**config.mk**
```make
export PLATFORM = sky130hd
export DESIGN_NAME = accel_ctrl_bank
export DESIGN_NICKNAME = d
export VERILOG_FILES = /design/src/rtl/cfg_types_pkg.sv /design/src/rtl/accel_ch_ctrl.sv /design/src/rtl/accel_ctrl_bank.sv
export SDC_FILE = /design/constraint.sdc
export NUM_CORES = 1
export LEC_CHECK = 0
export CORE_MARGIN = 2
export CORE_UTILIZATION = 41
export DETAILED_ROUTE_END_ITERATION = 8
export GPL_TIMING_DRIVEN = 0
export HOLD_SLACK_MARGIN = 0.02
export PLACE_DENSITY = 0.73
export SLEW_MARGIN = 20
export SYNTH_ARGS = -nofsm -noshare
export SYNTH_HDL_FRONTEND = slang
export SYNTH_SLANG_ARGS = --single-unit
```
**constraint.sdc**
```tcl
create_clock -name clk -period 1.9 [get_ports clk]
set_input_delay 0.19 -clock clk [delete_from_list [all_inputs] [get_ports clk]]
set_output_delay 0.19 -clock clk [all_outputs]
set_load 0.005 [all_outputs]
```
**src/rtl/cfg_types_pkg.sv**
```systemverilog
// Shared types and constants for the accelerator control bank.
//   ch_state_t    : per-channel run state (IDLE, RUN)
//   GLB_*         : word offsets inside the global block that follows the
//                   channel windows
//   ST0_* / CTRL0_*: bit positions in status word 0 and control word 0
//   win_log2()    : log2 of the per-channel address window size
package cfg_types_pkg;

  typedef enum logic {
    IDLE = 1'b0,
    RUN  = 1'b1
  } ch_state_t;

  localparam int GLB_IRQ_EN   = 0;
  localparam int GLB_IRQ_PEND = 1;

  localparam int ST0_BUSY   = 0;
  localparam int ST0_PEND   = 1;
  localparam int ST0_WR_ERR = 2;

  localparam int CTRL0_START = 0;
  localparam int CTRL0_ABORT = 1;

  // Each channel window is padded up to a power of two so channel index and
  // word offset are plain bit fields of the word address.
  function automatic int win_log2(input int ctrl_words, input int stat_words);
    return $clog2(ctrl_words + stat_words);
  endfunction

endpackage

```
**src/rtl/accel_ch_ctrl.sv**
```systemverilog
// One accelerator channel: IDLE/RUN state machine, control word storage and
// the sticky write-error flag.
//   ctrl_wr / st0_wr : decoded bus write to one of this channel's control
//                      words / to its status word 0
//   wr_off           : word offset inside the channel window
//   be_i, wdata_i    : byte enables and write data of the bus write
//   done_i           : completion pulse from the accelerator
//   ctrl_o           : control words, word 0 in the low slice
//   start_o, abort_o : registered one-cycle pulses
//   busy_o           : channel is in RUN
//   done_evt_o       : accepted completion (sets the pending bit upstream)
//   wr_err_o         : sticky "control write while running" flag
module accel_ch_ctrl
  import cfg_types_pkg::*;
#(
  parameter int DATA_WIDTH = 32,
  parameter int CTRL_WORDS = 2,
  parameter int OFF_W      = 2
) (
  input  logic                             clk,
  input  logic                             rst,
  input  logic                             ctrl_wr,
  input  logic                             st0_wr,
  input  logic [OFF_W-1:0]                 wr_off,
  input  logic [DATA_WIDTH/8-1:0]          be_i,
  input  logic [DATA_WIDTH-1:0]            wdata_i,
  input  logic                             done_i,
  output logic [CTRL_WORDS*DATA_WIDTH-1:0] ctrl_o,
  output logic                             start_o,
  output logic                             abort_o,
  output logic                             busy_o,
  output logic                             done_evt_o,
  output logic                             wr_err_o
);

  localparam int NB = DATA_WIDTH / 8;

  ch_state_t             state_reg;
  logic                  start_reg;
  logic                  abort_reg;
  logic                  wr_err_reg;
  logic                  start_req;
  logic                  abort_req;
  logic                  ctrl_accept;
  logic [DATA_WIDTH-1:0] lane_mask;

  genvar gi;
  generate
    for (gi = 0; gi < NB; gi++) begin : g_lane
      assign lane_mask[gi*8 +: 8] = {8{be_i[gi]}};
    end
  endgenerate

  assign start_req   = ctrl_wr && (wr_off == '0) && be_i[0] && wdata_i[CTRL0_START];
  assign abort_req   = ctrl_wr && (wr_off == '0) && be_i[0] && wdata_i[CTRL0_ABORT];
  // Control words are only writable while the channel is idle.
  assign ctrl_accept = ctrl_wr && (state_reg == IDLE);

  generate
    for (gi = 0; gi < CTRL_WORDS; gi++) begin : g_word
      // Start/abort bits of word 0 are commands, never stored.
      localparam logic [DATA_WIDTH-1:0] KEEP = (gi == 0) ? ~DATA_WIDTH'(3) : '1;
      logic [DATA_WIDTH-1:0] word_reg;
      always_ff @(posedge clk) begin
        if (rst) begin
          word_reg <= '0;
        end else if (ctrl_accept && (wr_off == OFF_W'(gi))) begin
          word_reg <= ((word_reg & ~lane_mask) | (wdata_i & lane_mask)) & KEEP;
        end
      end
      assign ctrl_o[gi*DATA_WIDTH +: DATA_WIDTH] = word_reg;
    end
  endgenerate

  always_ff @(posedge clk) begin
    if (rst) begin
      state_reg  <= IDLE;
      start_reg  <= 1'b0;
      abort_reg  <= 1'b0;
      wr_err_reg <= 1'b0;
    end else begin
      start_reg <= 1'b0;
      abort_reg <= 1'b0;
      if (st0_wr && be_i[0] && wdata_i[ST0_WR_ERR]) begin
        wr_err_reg <= 1'b0;
      end
      case (state_reg)
        IDLE: begin
          if (start_req) begin
            start_reg <= 1'b1;
            state_reg <= RUN;
          end
        end
        RUN: begin
          // An abort command is a legal write in RUN; anything else is dropped.
          if (ctrl_wr && !abort_req) begin
            wr_err_reg <= 1'b1;
          end
          // Completion takes priority over a simultaneous abort.
          if (done_i) begin
            state_reg <= IDLE;
          end else if (abort_req) begin
            abort_reg <= 1'b1;
            state_reg <= IDLE;
          end
        end
        default: state_reg <= IDLE;
      endcase
    end
  end

  assign start_o    = start_reg;
  assign abort_o    = abort_reg;
  assign busy_o     = (state_reg == RUN);
  assign done_evt_o = (state_reg == RUN) && done_i;
  assign wr_err_o   = wr_err_reg;

endmodule

```
**src/rtl/accel_ctrl_bank.sv**
```systemverilog
// Register bank controlling N_CH accelerator channels over a simple
// always-ready word bus.
//   req_i/we_i/addr_i/be_i/wdata_i : bus request, one access per cycle
//   rdata_o : read data, one cycle after a read, held otherwise
//   ctrl_o  : all control words, channel-major
//   stat_i  : external status words 1..STAT_WORDS-1, channel-major
//   start_o/abort_o/done_i : per-channel command pulses and completion
//   irq_o   : registered OR of enabled pending completions
// Map: channel c at c*W (ctrl words, then status words), global block at
// N_CH*W holding IRQ_EN and IRQ_PEND (W1C).
module accel_ctrl_bank
  import cfg_types_pkg::*;
#(
  parameter int DATA_WIDTH = 32,
  parameter int N_CH       = 2,
  parameter int CTRL_WORDS = 2,
  parameter int STAT_WORDS = 2,
  parameter int ADDR_WIDTH = 8
) (
  input  logic                                  clk,
  input  logic                                  rst,
  input  logic                                  req_i,
  input  logic                                  we_i,
  input  logic [ADDR_WIDTH-1:0]                 addr_i,
  input  logic [DATA_WIDTH/8-1:0]               be_i,
  input  logic [DATA_WIDTH-1:0]                 wdata_i,
  output logic [DATA_WIDTH-1:0]                 rdata_o,
  output logic [N_CH*CTRL_WORDS*DATA_WIDTH-1:0] ctrl_o,
  input  logic [N_CH*(STAT_WORDS-1)*DATA_WIDTH-1:0] stat_i,
  output logic [N_CH-1:0]                       start_o,
  output logic [N_CH-1:0]                       abort_o,
  input  logic [N_CH-1:0]                       done_i,
  output logic                                  irq_o
);

  localparam int LOG_W    = win_log2(CTRL_WORDS, STAT_WORDS);
  localparam int W        = 1 << LOG_W;
  localparam int GLB_BASE = N_CH * W;
  localparam int CW       = CTRL_WORDS * DATA_WIDTH;

  logic [31:0]           addr_w;
  logic [31:0]           ch_idx;
  logic [31:0]           off_idx;
  logic                  in_ch;
  logic                  wr_cyc;
  logic                  rd_cyc;
  logic [N_CH-1:0]       busy;
  logic [N_CH-1:0]       done_evt;
  logic [N_CH-1:0]       wr_err;
  logic [N_CH-1:0]       en_reg;
  logic [N_CH-1:0]       en_next;
  logic [N_CH-1:0]       pend_reg;
  logic [N_CH-1:0]       pend_next;
  logic [N_CH-1:0]       pend_clr;
  logic                  en_wr;
  logic                  irq_reg;
  logic [DATA_WIDTH-1:0] rdata_reg;
  logic [DATA_WIDTH-1:0] rd_mux;

  assign addr_w  = 32'(addr_i);
  assign ch_idx  = addr_w >> LOG_W;
  assign off_idx = addr_w & 32'(W - 1);
  assign in_ch   = addr_w < 32'(GLB_BASE);
  assign wr_cyc  = req_i && we_i;
  assign rd_cyc  = req_i && !we_i;

  genvar gi;
  generate
    for (gi = 0; gi < N_CH; gi++) begin : g_ch
      logic hit;
      assign hit = wr_cyc && in_ch && (ch_idx == 32'(gi));
      accel_ch_ctrl #(
        .DATA_WIDTH (DATA_WIDTH),
        .CTRL_WORDS (CTRL_WORDS),
        .OFF_W      (LOG_W)
      ) u_ch (
        .clk        (clk),
        .rst        (rst),
        .ctrl_wr    (hit && (off_idx < 32'(CTRL_WORDS))),
        .st0_wr     (hit && (off_idx == 32'(CTRL_WORDS))),
        .wr_off     (addr_i[LOG_W-1:0]),
        .be_i       (be_i),
        .wdata_i    (wdata_i),
        .done_i     (done_i[gi]),
        .ctrl_o     (ctrl_o[gi*CW +: CW]),
        .start_o    (start_o[gi]),
        .abort_o    (abort_o[gi]),
        .busy_o     (busy[gi]),
        .done_evt_o (done_evt[gi]),
        .wr_err_o   (wr_err[gi])
      );
    end
  endgenerate

  assign en_wr     = wr_cyc && (addr_w == 32'(GLB_BASE + GLB_IRQ_EN)) && be_i[0];
  assign pend_clr  = (wr_cyc && (addr_w == 32'(GLB_BASE + GLB_IRQ_PEND)) && be_i[0])
                   ? wdata_i[N_CH-1:0] : '0;
  assign en_next   = en_wr ? wdata_i[N_CH-1:0] : en_reg;
  // A completion in the same cycle as a W1C clear keeps the bit set.
  assign pend_next = (pend_reg & ~pend_clr) | done_evt;

  always_comb begin
    rd_mux = '0;
    if (in_ch) begin
      for (int c = 0; c < N_CH; c++) begin
        if (ch_idx == 32'(c)) begin
          for (int k = 0; k < CTRL_WORDS; k++) begin
            if (off_idx == 32'(k)) rd_mux = ctrl_o[(c*CTRL_WORDS + k)*DATA_WIDTH +: DATA_WIDTH];
          end
          if (off_idx == 32'(CTRL_WORDS)) begin
            rd_mux = DATA_WIDTH'({wr_err[c], pend_reg[c], busy[c]});
          end
          for (int j = 1; j < STAT_WORDS; j++) begin
            if (off_idx == 32'(CTRL_WORDS + j)) begin
              rd_mux = stat_i[(c*(STAT_WORDS-1) + j - 1)*DATA_WIDTH +: DATA_WIDTH];
            end
          end
        end
      end
    end else if (addr_w == 32'(GLB_BASE + GLB_IRQ_EN)) begin
      rd_mux = DATA_WIDTH'(en_reg);
    end else if (addr_w == 32'(GLB_BASE + GLB_IRQ_PEND)) begin
      rd_mux = DATA_WIDTH'(pend_reg);
    end
  end

  always_ff @(posedge clk) begin
    if (rst) begin
      en_reg    <= '0;
      pend_reg  <= '0;
      irq_reg   <= 1'b0;
      rdata_reg <= '0;
    end else begin
      en_reg   <= en_next;
      pend_reg <= pend_next;
      irq_reg  <= |(pend_next & en_next);
      if (rd_cyc) rdata_reg <= rd_mux;
    end
  end

  assign rdata_o = rdata_reg;
  assign irq_o   = irq_reg;

endmodule

```
==> impl_results.md, run 1 <==
* Status: completed
* Sequential cell area at 0.003383 sq mm
* Sink Count at 169
* CTS Buf Count at 17
* Starting Density at 41.56%
* Layout fillers at 1703
* PwrDens at 701.9 mW/mm^2
* Top Ports at 279
* Final core occ at 62.13%
* Clock buffer depth at 2
* WP buf/inv at 1
* Cell accounting for the most synthesized area: dfxtp_1
* Cts hold-fix bufs at 0
* # port buffers at 270
* Critical path class: reg -> reg
* Sequential fraction of the synthesis area at 42.10%
* Crit path max-delay family: simple AND/OR/NAND/NOR gates
* Slew headroom at 44.97%
* Grt total ovfl at 0
* Final setup vio count at 0
* Clk Latency, worst-skew pair at 0.43 ns
* DIE HEIGHT at 144.0 microns
* Most frequent cells after synthesis: 169 x dfxtp_1, 136 x nand2_1, 127 x mux2i_1, 49 x o21ai_0
* Switching power at 2.000 mW
* Peak Freq at 544.9 MHz
* Vias in the first global route at 8137
* Final #Nets at 1294
* Die width at 144.0 microns
* Max-Cap Viols at 0
* Crit path time final at 1.835 ns
* First-pass GRT wire length at 48.73 mm
* Placed Instances at 1414
* Area share of the largest cell type after synthesis at 42.10%
* Clock-pin slew on the worst setup and hold paths at 0.07 ns
* Syn avg cell area at 9.174 sq um
* CP max stage delay at 0.39 ns
* Final period utilization at 96.59%
* Critical Path Sink Type: flip-flop
* Int Power at 6.431 mW
* Largest net degree at the start of global routing at 17
* GPL Wtd Cong at 0.9299
* Hold Crit Class: in -> reg
* Core ar. at 0.01933 sq mm
* # DRC at 0
* Post-synthesis sequential element count at 169
* Async set-reset flop share out of synthesis at 0%
* Area contributors post-synth: dfxtp_1 42%, mux2i_1 16%, nand2_1 6.4%, mux2_2 4.6%, a221oi_1 3.2%
* Synth cell types at 48
* Area Overhead vs Synth at 49.48%
* Worst clock skew at 0.007122 ns
* Initial DRC Count at 834
* Highest net fanout along the worst path at 8
* Number of synthesized flops with an enable pin at 0
* Worst EP arrival at 2.19 ns
* Slew Viols, Final at 0
* Final worst slack at 0.06478 ns
* Antenna-violating nets left at 0
* R2R Setup Slk at 0.06 ns
* Worst EP required at 2.26 ns
* Worst vdd ir at 655.9 uV
* Routed len/inst at 23.15 microns
* Drt total wl at 33.78 mm
* Worst path cell trace: or2_2, nor4_4, and2_1, buf_4, mux2i_1
* Top-count cell post-synth: dfxtp_1
* Post-DP HPWL at 24.49 mm
* Net Sw Frac at 23.72%
* Hold Violations, Final at 0
* Gr usage total at 31.73%
* Vias per cell at 5.821
* Combinational Power Share at 10.5%
* Primary FF master, synth: dfxtp_1
* Cell Area, Synth at 0.008036 sq mm
* Final Non-Filler Cells at 1459
* Total die area at 0.02074 sq mm
* Clk pwr share at 47.4%
* Slowest CP cell: dfxtp_1
* Root cell of the clock tree: clkbuf_16
* Synth Instances at 876
* Startpoint types: flip-flop
* Synth Warn # at 0
* Vias at 8493
* Place WS at -1.061 ns
* Fraction of layout cells with a size suffix above 1 at 11.82%
* Leakage at 4.838 nW
* Initial antenna violation count at 1
* TritonCTS clock tree: done
* H-tree levels at 4
* DRT Pass-1 Iters at 5
* Multi-input gate area at 0.004357 sq mm
* Sequential Power Share at 42.1%
* Tightest Pin Transition at 0.8254 ns
* Num rows at 51
cells in the final DEF (no fill, tap or decap), types with 4 or more instances in the layout:
| cell | count |
|---|---|
| nor4_1 | 4 |
| conb_1 | 4 |
| o21ai_0 | 49 |
| a32oi_1 | 14 |
| buf_4 | 25 |
| clkdlybuf4s50_1 | 262 |
| clkbuf_16 | 17 |
| nor2_1 | 41 |
| a22o_1 | 14 |
| dlymetal6s2s_1 | 7 |
| inv_1 | 4 |
| clkbuf_1 | 41 |
| a31oi_1 | 16 |
| clkbuf_2 | 9 |
| nor2b_1 | 7 |
| nand3_1 | 48 |
| a221o_1 | 5 |
| mux2i_1 | 127 |
| nand4_1 | 5 |
| mux2_2 | 33 |
| nand2_1 | 134 |
| and2_1 | 7 |
| dfxtp_1 | 169 |
| bufinv_16 | 6 |
| a221oi_1 | 28 |
| buf_2 | 11 |
| o211ai_1 | 13 |
| nand2_4 | 5 |
| a21oi_1 | 30 |
| nor4_4 | 4 |
power groups by stage:
stage	logic [mW]	clock network (mW)	registers, mW
after global placement	0.837	0	3.63
after global routing	0.925	4.15	3.55
after detailed placement	0.838	0	3.63
after floorplan	0.384	0	3.63
after CTS	0.856	3.98	3.55
final	0.885	4.00	3.55
final cells by class:
cell class | instances | area share, %
buffer | 81 | 3.614
clock inverter | 11 | 1.802
clock buffer | 21 | 3.750
sequential | 169 | 28.16
tap | 265 | 2.760
inverter | 5 | 0.1562
antenna | 1 | 0.02083
multi-input combinational | 624 | 36.27
timing repair buffer | 282 | 23.47
final timing paths:
check / start / to / cells after the start
setup / recovery: g_ch[0].u_ch.busy_o / flip-flop / 5
hold reg to reg: rdata_o[25] / rdata_o[25] / 2
setup reg to reg: g_ch[0].u_ch.busy_o / flip-flop / 5
hold / removal: addr_i[5] / g_ch[1].u_ch.start_o / 4
per-layer routing:
layer / GRT usage [%] / routed length [microns] / vias up
met3: 6.391 / 3335 / 83
met5: 0 / 0 / -
li1: - / - / 3800
met2: 51.88 / 15790 / 511
met1: 41.61 / 13650 / 4099
met4: 11.61 / 1003 / 0
cell families (layout without fill, tap and decap cells):
kind of cell / after synthesis / in the layout / share of synthesized area [%]
other: 1 / 5 / 0.04666
buffers and inverters: 86 / 400 / 4.826
and+or+nand+nor: 281 / 281 / 17.11
muxes: 162 / 162 / 21.00
AOI/OAI and AO/OA: 177 / 177 / 14.92
DFF: 169 / 169 / 42.10
worst reg2reg max path: stages, from the launching register on:
cell     delay (ns)
dfxtp_1        0.39
or2_2          0.38
nor4_4         0.36
and2_1         0.19
buf_4          0.22
mux2i_1        0.22
timing repair:
| item | in CTS | in global routing |
|---|---|---|
| setup endpoints to repair | 148 | 109 |
| resized for setup | 33 | 29 |
| setup buffers | 6 | 6 |
| pin swaps | 4 | 4 |
stage by stage:
stage	area [sq um]	hold slack (ns)	power (mW)	setup TNS, ns
global placement	11080	0.4361	4.465	-115.50
CTS	11910	0.3289	8.384	-0.04158
finish	12010	0.2230	8.431	0
global route	12010	0.2431	8.618	-0.03037
floorplan	8048	0.3377	4.011	0
detailed placement	11080	0.4446	4.466	-115.84
No activity file was read; power rests on OpenSTA's default activity.
==> run 2, diff against run 1 <==
--- a/config.mk
+++ b/config.mk
@@ -5,12 +5,13 @@
 export SDC_FILE = /design/constraint.sdc
 export NUM_CORES = 1
 export LEC_CHECK = 0
+export CAP_MARGIN = 20
 export CORE_MARGIN = 2
-export CORE_UTILIZATION = 41
+export CORE_UTILIZATION = 46
 export DETAILED_ROUTE_END_ITERATION = 8
 export GPL_TIMING_DRIVEN = 0
 export HOLD_SLACK_MARGIN = 0.02
-export PLACE_DENSITY = 0.73
+export PLACE_DENSITY = 0.77
 export SLEW_MARGIN = 20
 export SYNTH_ARGS = -nofsm -noshare
 export SYNTH_HDL_FRONTEND = slang
==> constraint.sdc (replaced) <==
create_clock -name clk -period 1.81 [get_ports clk]
set_input_delay 0.181 -clock clk [delete_from_list [all_inputs] [get_ports clk]]
set_output_delay 0.181 -clock clk [all_outputs]
set_load 0.005 [all_outputs]
==> impl_results.md, run 2 (synthesis gave the netlist of run 1 again) <==
* Hold EP: g_ch[1].u_ch.start_o
* Area Overhead vs Synth at 49.14%
* Clk Latency, worst-skew pair at 0.44 ns (about the same)
* First-pass GRT wire length at 49.33 mm (+1.2%)
* Highest net fanout along the worst path at 8 (unchanged)
* Gr usage total at 35.41% (+3.7 points)
* Worst vdd ir at 610.9 uV (-6.9%)
* Final core occ at 69.78% (+7.6 points)
* Met1 global-route usage at 44.62% (+3.0 points)
* Worst Min Path Start: addr_i[5]
* GR Util met3 at 9.471% (+3.1 points)
* GPL Wtd Cong at 0.9343 (+0.47%)
* Initial DRC Count at 924 (+11%)
* R2R Setup Slk at 0.06 ns (about the same)
* Final period utilization at 97.64%
* Worst clock skew at 0.01061 ns (+0.003484 ns)
* WP buf/inv at 3 (+2)
* Top Ports at 279 (unchanged)
* Int Power at 6.381 mW (-0.78%)
* Critical path depth in cells at 7 (+2)
* CP max stage delay at 0.60 ns (+0.21 ns)
* Critical Path Sink Type: flip-flop
* Grt total ovfl at 0 (unchanged)
* Most common cell after layout, fill and taps aside: clkdlybuf4s50_1
* Place WS at -1.118 ns (-0.05772 ns)
* PwrDens at 713.2 mW/mm^2 (+1.6%)
* Worst r2r src: g_ch[0].u_ch.busy_o
* Hold Crit Class: in -> reg
* Slowest CP cell: or4_4
* Critical path class: in -> reg
* Startpoint types: input pin
* Vias at 8647 (+1.8%)
* Initial antenna violation count at 2 (+1)
* DIE HEIGHT at 136.2 microns (-5.4%)
* Cell area after placement at 0.01103 sq mm (-0.45%)
* Placed Instances at 1374 (-2.8%)
* Sink Count at 169 (unchanged)
* Post-DP HPWL at 23.82 mm (-2.7%)
* Switching power at 2.167 mW (+8.3%)
* Largest net degree at the start of global routing at 17 (unchanged)
* Crit path max-delay family: simple AND/OR/NAND/NOR gates
* Root cell of the clock tree: clkbuf_16
* Starting Density at 46.79% (+5.2 points)
* Hold Violations, Final at 0 (unchanged)
* Total power at 8.548 mW (+1.4%)
* Most frequent cells in the layout: 262 x clkdlybuf4s50_1, 169 x dfxtp_1, 133 x nand2_1, 126 x mux2i_1
* Max-Cap Viols at 0 (unchanged)
* Layout fillers at 1349 (-21%)
* Tightest Pin Transition at 0.8281 ns (+0.002696 ns)
* Routed len/inst at 23.63 microns (+2.1%)
* Layer with the highest usage: met2
* Crit path time final at 1.767 ns
* Peak Freq at 565.8 MHz
* Vias in the first global route at 8484 (+4.3%)
* Final instance area at 0.01199 sq mm (-0.23%)
* H-tree levels at 4 (unchanged)
* Routing usage on met2 at 56.59% (+4.7 points)
* # DRC at 0 (unchanged)
* DRT Pass-1 Iters at 6 (+1)
* Final setup vio count at 0 (unchanged)
* Die width at 136.2 microns (-5.4%)
* Slew headroom at 44.79% (-0.18 points)
* Final Non-Filler Cells at 1423 (-2.5%)
* Worst hold path stage count at 4 (unchanged)
* Worst reg-to-reg path cell count at 5 (unchanged)
* Fraction of layout cells with a size suffix above 1 at 12.61% (+0.80 points)
* TritonCTS clock tree: done
* CP most frequent cell: buf_12
* Worst EP required at 2.13 ns (-0.13 ns)
* Worst path cell trace: dlygate4sd2_1, or4_4, buf_12, nor3_4, buf_12, nand4_4, mux2i_1
* Core ar. at 0.01718 sq mm (-11%)
* Slew Viols, Final at 0 (unchanged)
* Worst EP arrival at 2.09 ns (-0.10 ns)
* Clock-pin slew on the worst setup and hold paths at 0.07 ns (about the same)
* Final worst slack at 0.04273 ns (-0.02205 ns)
* Antenna-violating nets left at 0 (unchanged)
* Status: completed
* Net Sw Frac at 25.35% (+1.6 points)
* Num rows at 48 (-5.9%)
* Total die area at 0.01854 sq mm (-11%)
* Drt total wl at 33.62 mm (-0.46%)
* Vias per cell at 6.077 (+4.4%)
* Clock buffer depth at 2 (unchanged)
* # port buffers at 270 (unchanged)
* Clk pwr share at 45.5% (-1.9 points)
* CTS Buf Count at 17 (unchanged)
* Leakage at 4.813 nW (-0.50%)
* Combinational Power Share at 10.9% (+0.4 points)
* Sequential Power Share at 43.6% (+1.5 points)
* Final #Nets at 1298 (+0.31%)
* Cts hold-fix bufs at 0 (unchanged)
==> run 2: cell type report <==
cell class | instances | area (sq um) | area share (%)
Sequential cell | 169 | 3383 | 28.23
Tap cell | 225 | 281.5 | 2.349
Timing Repair Buffer | 287 | 2858 | 23.84
Inverter | 5 | 18.77 | 0.1566
Buffer | 80 | 444.2 | 3.706
Clock inverter | 13 | 166.4 | 1.388
Multi-Input combinational cell | 624 | 4378 | 36.53
Clock buffer | 19 | 452.9 | 3.779
Antenna cell | 1 | 2.502 | 0.02088
==> run 2: repair_timing <==
action                                  CTS  global route
cloned                                    0             1
pin swaps                                 3             7
hold endpoints to repair                  0             0
endpoints found under the setup margin  165           140
resized for setup                        46            23
setup buffers                            11             5
==> run 2: worst max path at each step <==
stage,from,end,slack (ns)
floorplan,addr_i[1],rdata_o[23],0.003
global placement,addr_i[1],rdata_o[10],-1.11
detailed placement,addr_i[1],rdata_o[20],-1.12
CTS,addr_i[5],flip-flop,-0.02
global route,addr_i[6],flip-flop,-0.009
finish,addr_i[6],flip-flop,0.04
==> run 2: metrics by stage <==
stage | hold slack, ns | setup TNS [ns]
finish | 0.2144 | 0
global route | 0.2522 | -0.009427
CTS | 0.2223 | -0.07679
detailed placement | 0.4479 | -121.19
global placement | 0.4337 | -118.49
floorplan | 0.3287 | 0
==> run 2: worst reg2reg max path, cell delays in order, from the launching register on <==
cell and delay (ns):
dfxtp_1 0.39, or2_4 0.31, or3_4 0.38, clkbuf_2 0.21, o21ai_0 0.20, a21oi_1 0.12
==> run 2: per-layer routing <==
layer  wire length [microns]  share of wire, %  vias up
met4                    1431               4.3        0
met5                       0                 0        -
met1                   12940                38     4094
met3                    3734                11      120
met2                   15520                46      632
li1                        -                 -     3801
==> run 2: power groups by stage <==
stage | Combinational, mW | Clock [mW] | Sequential (mW)
after CTS | 0.896 | 3.86 | 3.72
after global placement | 0.867 | 0 | 3.81
after detailed placement | 0.870 | 0 | 3.81
final | 0.936 | 3.89 | 3.72
after global routing | 0.974 | 4.01 | 3.72
after floorplan | 0.403 | 0 | 3.81
==> run 3, diff against run 2 <==
--- a/config.mk
+++ b/config.mk
@@ -5,14 +5,13 @@
 export SDC_FILE = /design/constraint.sdc
 export NUM_CORES = 1
 export LEC_CHECK = 0
-export CAP_MARGIN = 20
 export CORE_MARGIN = 2
 export CORE_UTILIZATION = 46
+export CTS_CLUSTER_DIAMETER = 100
 export DETAILED_ROUTE_END_ITERATION = 8
 export GPL_TIMING_DRIVEN = 0
 export HOLD_SLACK_MARGIN = 0.02
 export PLACE_DENSITY = 0.77
-export SLEW_MARGIN = 20
 export SYNTH_ARGS = -nofsm -noshare
 export SYNTH_HDL_FRONTEND = slang
 export SYNTH_SLANG_ARGS = --single-unit
==> results of run 3 <==
The final DEF is identical to that of run 2; final timing and power are the same.
